### config.mk
export PLATFORM = sky130hd
export DESIGN_NAME = mcu_bus_ctrl
export DESIGN_NICKNAME = d
export VERILOG_FILES = /design/src/rtl/mcu_bus_pkg.sv /design/src/rtl/mcu_bus_addr_dec.sv /design/src/rtl/mcu_bus_ctrl.sv
export SDC_FILE = /design/constraint.sdc
export NUM_CORES = 1
export LEC_CHECK = 0
export CORE_AREA = 3 3 116 118
export DETAILED_ROUTE_END_ITERATION = 12
export DIE_AREA = 0 0 119 121
export DONT_BUFFER_PORTS = 1
export PLACE_DENSITY = 0.51
export SLEW_MARGIN = 25
export SYNTH_ARGS = -nofsm -noshare
export SYNTH_HDL_FRONTEND = slang
export SYNTH_HIERARCHICAL = 1
export SYNTH_SLANG_ARGS = --single-unit
### constraint.sdc
create_clock -name sys_clk -period 3.8 [get_ports sys_clk]
set_input_delay 0.76 -clock sys_clk [delete_from_list [all_inputs] [get_ports sys_clk]]
set_output_delay 0.76 -clock sys_clk [all_outputs]
set_load 0.02 [all_outputs]
### src/rtl/mcu_bus_pkg.sv
// Shared types and helpers for the MCU bus controller: FSM state encoding,
// wait-counter width and slave-index extraction from a byte address.
package mcu_bus_pkg;

  typedef enum logic [1:0] {
    IDLE   = 2'd0,
    ACCESS = 2'd1,
    WAIT   = 2'd2,
    DONE   = 2'd3
  } bus_state_t;

  localparam int WAIT_W = 4;

  // Top idx_w bits of an addr_w-bit address, zero-extended to 32 bits.
  function automatic logic [31:0] slv_idx(input logic [63:0] addr, input int addr_w, input int idx_w);
    logic [63:0] mask;
    mask = (64'd1 << idx_w) - 64'd1;
    return 32'((addr >> (addr_w - idx_w)) & mask);
  endfunction

endpackage

### src/rtl/mcu_bus_addr_dec.sv
// Combinational address decoder: slave index, one-hot select, read-only hit
// and misaligned full-word detection for the incoming CPU request.
module mcu_bus_addr_dec
  import mcu_bus_pkg::*;
#(
  parameter int                 ADDR_WIDTH = 32,
  parameter int                 DATA_WIDTH = 32,
  parameter int                 NUM_SLV    = 4,
  parameter logic [NUM_SLV-1:0] SLV_RO     = 4'b0001,
  localparam int                IW         = $clog2(NUM_SLV)
) (
  input  logic [ADDR_WIDTH-1:0]   addr,
  input  logic [DATA_WIDTH/8-1:0] be,
  output logic [IW-1:0]           idx,
  output logic [NUM_SLV-1:0]      sel,
  output logic                    ro_hit,
  output logic                    misalign
);

  assign idx      = IW'(slv_idx(64'(addr), ADDR_WIDTH, IW));
  assign sel      = {{(NUM_SLV-1){1'b0}}, 1'b1} << idx;
  assign ro_hit   = SLV_RO[idx];
  // A full-width access must be word aligned; partial strobes may target any lane.
  assign misalign = (&be) && (addr[1:0] != 2'b00);

endmodule

### src/rtl/mcu_bus_ctrl.sv
// Bus controller between the multicycle CPU and NUM_SLV memory-mapped slaves.
// Optional access checking (read-only slaves, misaligned words) via MCU_BUS_ERR_EN.
module mcu_bus_ctrl
  import mcu_bus_pkg::*;
#(
  parameter int                   ADDR_WIDTH = 32,
  parameter int                   DATA_WIDTH = 32,
  parameter int                   NUM_SLV    = 4,
  parameter logic [4*NUM_SLV-1:0] SLV_WAIT   = 16'h0_1_0_2,
  parameter logic [NUM_SLV-1:0]   SLV_RO     = 4'b0001,
  localparam int                  IW         = $clog2(NUM_SLV)
) (
  input  logic                          sys_clk,
  input  logic                          sys_rst_n,
  input  logic                          cpu_req,
  input  logic                          cpu_we,
  input  logic [ADDR_WIDTH-1:0]         cpu_addr,
  input  logic [DATA_WIDTH-1:0]         cpu_wdata,
  input  logic [DATA_WIDTH/8-1:0]       cpu_be,
  output logic [DATA_WIDTH-1:0]         cpu_rdata,
  output logic                          cpu_ready,
`ifdef MCU_BUS_ERR_EN
  output logic                          cpu_err,
`endif
  output logic [NUM_SLV-1:0]            slv_sel,
  output logic                          slv_we,
  output logic [ADDR_WIDTH-1:0]         slv_addr,
  output logic [DATA_WIDTH-1:0]         slv_wdata,
  output logic [DATA_WIDTH/8-1:0]       slv_be,
  input  logic [NUM_SLV*DATA_WIDTH-1:0] slv_rdata
);

  bus_state_t             state_r, state_nx;
  logic [WAIT_W-1:0]      cnt_r, cnt_nx, wait_s;
  logic [IW-1:0]          idx_s, idx_r;
  logic [NUM_SLV-1:0]     dec_sel_s, sel_r, sel_nx;
  logic                   we_r, slv_we_r, slv_we_nx;
  logic                   ready_r, ready_nx, err_r, err_nx;
  logic                   accept_s, err_hit_s, ro_hit_s, misalign_s;
  logic [DATA_WIDTH-1:0]  rdata_s;

  mcu_bus_addr_dec #(
    .ADDR_WIDTH (ADDR_WIDTH),
    .DATA_WIDTH (DATA_WIDTH),
    .NUM_SLV    (NUM_SLV),
    .SLV_RO     (SLV_RO)
  ) u_dec (
    .addr     (cpu_addr),
    .be       (cpu_be),
    .idx      (idx_s),
    .sel      (dec_sel_s),
    .ro_hit   (ro_hit_s),
    .misalign (misalign_s)
  );

`ifdef MCU_BUS_ERR_EN
  assign err_hit_s = (cpu_we && ro_hit_s) || misalign_s;
  assign cpu_err   = err_r;
`else
  logic unused_err_s;
  assign unused_err_s = ro_hit_s | misalign_s;
  assign err_hit_s    = 1'b0;
`endif

  assign wait_s  = SLV_WAIT[32'(idx_r) * WAIT_W +: WAIT_W];
  assign rdata_s = slv_rdata[32'(idx_r) * DATA_WIDTH +: DATA_WIDTH];

  // Next-state, wait counter and next values of the registered strobes.
  always_comb begin
    state_nx = state_r;
    cnt_nx   = cnt_r;
    accept_s = 1'b0;
    err_nx   = 1'b0;
    case (state_r)
      IDLE: begin
        if (cpu_req) begin
          accept_s = 1'b1;
          if (err_hit_s) begin
            err_nx   = 1'b1;
            state_nx = DONE;
          end else begin
            state_nx = ACCESS;
          end
        end else begin
          state_nx = IDLE;
        end
      end
      ACCESS: begin
        if (wait_s == 4'd0) begin
          state_nx = DONE;
        end else begin
          cnt_nx   = wait_s;
          state_nx = WAIT;
        end
      end
      WAIT: begin
        cnt_nx = cnt_r - 4'd1;
        if (cnt_r == 4'd1) begin
          state_nx = DONE;
        end else begin
          state_nx = WAIT;
        end
      end
      DONE:    state_nx = IDLE;
      default: state_nx = IDLE;
    endcase
    // ACCESS is only entered from an accept, so the live decode is the right select.
    sel_nx    = (state_nx == ACCESS) ? dec_sel_s : {NUM_SLV{1'b0}};
    slv_we_nx = (state_nx == ACCESS) && cpu_we;
    ready_nx  = (state_nx == DONE);
  end

  // FSM state, wait counter and registered handshake/select strobes.
  always_ff @(posedge sys_clk or negedge sys_rst_n) begin
    if (!sys_rst_n) begin
      state_r  <= IDLE;
      cnt_r    <= 4'd0;
      sel_r    <= {NUM_SLV{1'b0}};
      slv_we_r <= 1'b0;
      ready_r  <= 1'b0;
      err_r    <= 1'b0;
    end else begin
      state_r  <= state_nx;
      cnt_r    <= cnt_nx;
      sel_r    <= sel_nx;
      slv_we_r <= slv_we_nx;
      ready_r  <= ready_nx;
      err_r    <= err_nx;
    end
  end

  // Request capture at accept; held until the next accept.
  always_ff @(posedge sys_clk or negedge sys_rst_n) begin
    if (!sys_rst_n) begin
      idx_r     <= {IW{1'b0}};
      we_r      <= 1'b0;
      slv_addr  <= {ADDR_WIDTH{1'b0}};
      slv_wdata <= {DATA_WIDTH{1'b0}};
      slv_be    <= {(DATA_WIDTH/8){1'b0}};
    end else if (accept_s) begin
      idx_r     <= idx_s;
      we_r      <= cpu_we;
      slv_addr  <= cpu_addr;
      slv_wdata <= cpu_wdata;
      slv_be    <= cpu_be;
    end
  end

  assign slv_sel   = sel_r;
  assign slv_we    = slv_we_r;
  assign cpu_ready = ready_r;
  // Slaves read synchronously, so their data is only valid in the cycle after select;
  // it is gated rather than re-registered to keep DONE at cycle 2+W.
  assign cpu_rdata = (ready_r && !we_r && !err_r) ? rdata_s : {DATA_WIDTH{1'b0}};

endmodule
==> metrics.md <==
| Metric | Value |
|---|---|
| Antenna violations before repair | `5` |
| Slack of the worst reg-to-reg path | `1.94 ns` |
| Reg2reg start | `state_r[0]` |
| Layout cells sized above 1 | `45.0%` |
| Peak supply drop | `457 uV` |
| Post-detailed-route wirelength per cell | `~25 um` |
| CP Launch Point | `idx_r[0]` |
| Worst setup EP type | `output pin` |
| Core box area | `12600 um^2` |
| H-Tree Depth | `3` |
| Total global routing track utilization | `between 10% and 20%` |
| Yosys warns | `6` |
| Final WL | `11500 um` |
| First drt pass iteration count | `4` |
| Vias in the first global route | `roughly 2700` |
| Tcrit/Tclk final | `around four fifths` |
| Cts hold-fix bufs | `0` |
| Internal Dissipation | `between 2 and 3 mW` |
| Hold Path Class | `input pin to async pin` |
| Slew Viols, Final | `0` |
| Syn avg cell area | `about 15 um^2` |
| Fin. Hold Viols | `0` |
| Post-CTS setup buffers | `0` |
| Critical Path RT | `between 3 and 4 ns` |
| Gate Count Post-Synth | `roughly 290` |
| Status | `completed` |
| Starting Density | `about a third` |
| P_sw | `1.80 mW` |
| Most frequent cells in the layout | `82 x dfrtp_1, 71 x mux2_2, 33 x nor2b_1` |
| Setup ws final | `0.703 ns` |
| First-pass GRT wire length | `~17000 um` |
| Max_cap viols | `0` |
| CP arrival | `~2.3 ns` |
| Vias | `approximately 2500` |
| Final Wtd Congestion | `~0.88` |
| WS Path Type | `flop to output pin` |
| Die width | `between 100 and 150 um` |
| Clock share of power | `between 10% and 20%` |
| Slew margin rel. | `43.9%` |
| CTS tree | `built` |
| Commonest non-fill, non-tap cell in the layout | `dfrtp_1` |
| Pre-CTS setup slack | `about 1.0 ns` |
| Final setup TNS | `0 ns` |
| Critical path launch point type | `flop` |
| Minimum clock period after layout | `3.10 ns` |
| Tightest Pin Transition | `approximately 0.84 ns` |
| Pwr dens | `964 nW/um^2` |
| Initial DRC Count | `between 90 and 100` |
| Dpl hpwl | `9450 um` |
| Global route total overflow | `0` |
| Later-pin clock latency in the skew report | `~0.33 ns` |
| Clk buf depth | `2` |
| Area grow syn2layout | `10.3%` |
| Reg2Reg Depth | `5` |
| CTS root buf | `clkbuf_16` |
| Crit Path Max Fanout | `30` |
| Fmax | `around 320 MHz` |
| Sw frac | `about two fifths` |
| Comb power frac | `about a third` |
| Worst R2R End | `slv_addr[0]` |
| DRT antenna net count | `0` |
| Port-buffer cells | `0` |
| Largest net degree at the start of global routing | `between 80 and 90` |
| Total clock sinks | `between 80 and 90` |
| I/O pin cnt | `about 300` |
| Post-route cell area | `between 4000 and 5000 um^2` |
| TritonCTS Buffers | `9` |
| Cell row count | `between 40 and 50` |
| Skew final | `0.00771 ns` |
| Sequential power share | `just under 50%` |
| DP Area | `between 4000 and 5000 um^2` |
| Clock Pin Slew Worst Setup and Hold Paths | `about 0.06 ns` |
| Via/cell ratio | `5.42` |
| RSZ-0062 raised after global routing | `no` |
| Final setup fails | `0` |
| Post-Syn Area | `4250 um^2` |
| Height of the die | `121 um` |
| Leakage | `roughly 1.9 nW` |
| Worst Setup EP | `cpu_rdata[3]` |
| Final non-filler cell total | `459` |
| Nets | `484` |
| Inst Count DP | `around 440` |
| Die Area | `approximately 14000 um^2` |
| Post-CTS sizing | `0` |
| Syn Nets | `491` |
| # DRC | `0` |
| Worst Hold Margin | `approximately 0.13 ns` |
through the flow:
stage | utilization [%] | total power, mW
floorplan | - | 3.44
global placement | 34.9 | 3.68
detailed placement | 34.9 | 3.72
CTS | 37.2 | 4.59
global route | 37.3 | 4.80
finish | 37.3 | 4.52
per-layer routing:
metal	GRT usage, %	up-vias	share of wire, %
met3	6.81	13	12
met1	15.6	1258	33
met5	0	-	0
met4	8.25	0	2.6
li1	-	1031	-
met2	27.2	187	53
worst max-delay path, cell delays in order, from the launching register on:
cell	delay [ns]
dfrtp_2	0.92
buf_4	0.35
mux4_2	0.52
nor2b_1	0.21
power groups by stage:
stage | sequential (mW) | clock (mW) | combinational, mW
detailed placement | 2.23 | 0 | 1.49
global placement | 2.24 | 0 | 1.44
floorplan | 2.02 | 0 | 1.41
CTS | 2.23 | 0.874 | 1.48
global route | 2.28 | 0.915 | 1.60
finish | 2.22 | 0.850 | 1.46
layout make-up:
cell class	count	area, um^2
diodes	5	12.5
fillers	1211	7880
clock buffers	11	243
clock inverters	4	51.3
repair buffers	3	35.0
inverters	7	26.3
well taps	172	215
flip-flops and latches	83	2080
multi-input cells	174	2030
sequential cells by signal (all words and copies together), names as in the netlist:
signal,flops
slv_we,1
slv_wdata,32
cpu_ready,1
idx_r,2
state_r,2
cnt_r,4
slv_be,4
we_r,1
slv_sel,4
slv_addr,32
worst min-delay path by stage:
stage,startpoint,end
2_1_floorplan,sys_rst_n,cnt_r[0]
3_3_place_gp,sys_rst_n,slv_wdata[28]
3_5_place_dp,sys_rst_n,slv_wdata[19]
4_1_cts,sys_rst_n,slv_wdata[19]
5_1_grt,sys_rst_n,slv_wdata[25]
6_report,sys_rst_n,slv_wdata[19]
No activity file was read; power rests on OpenSTA's default activity.
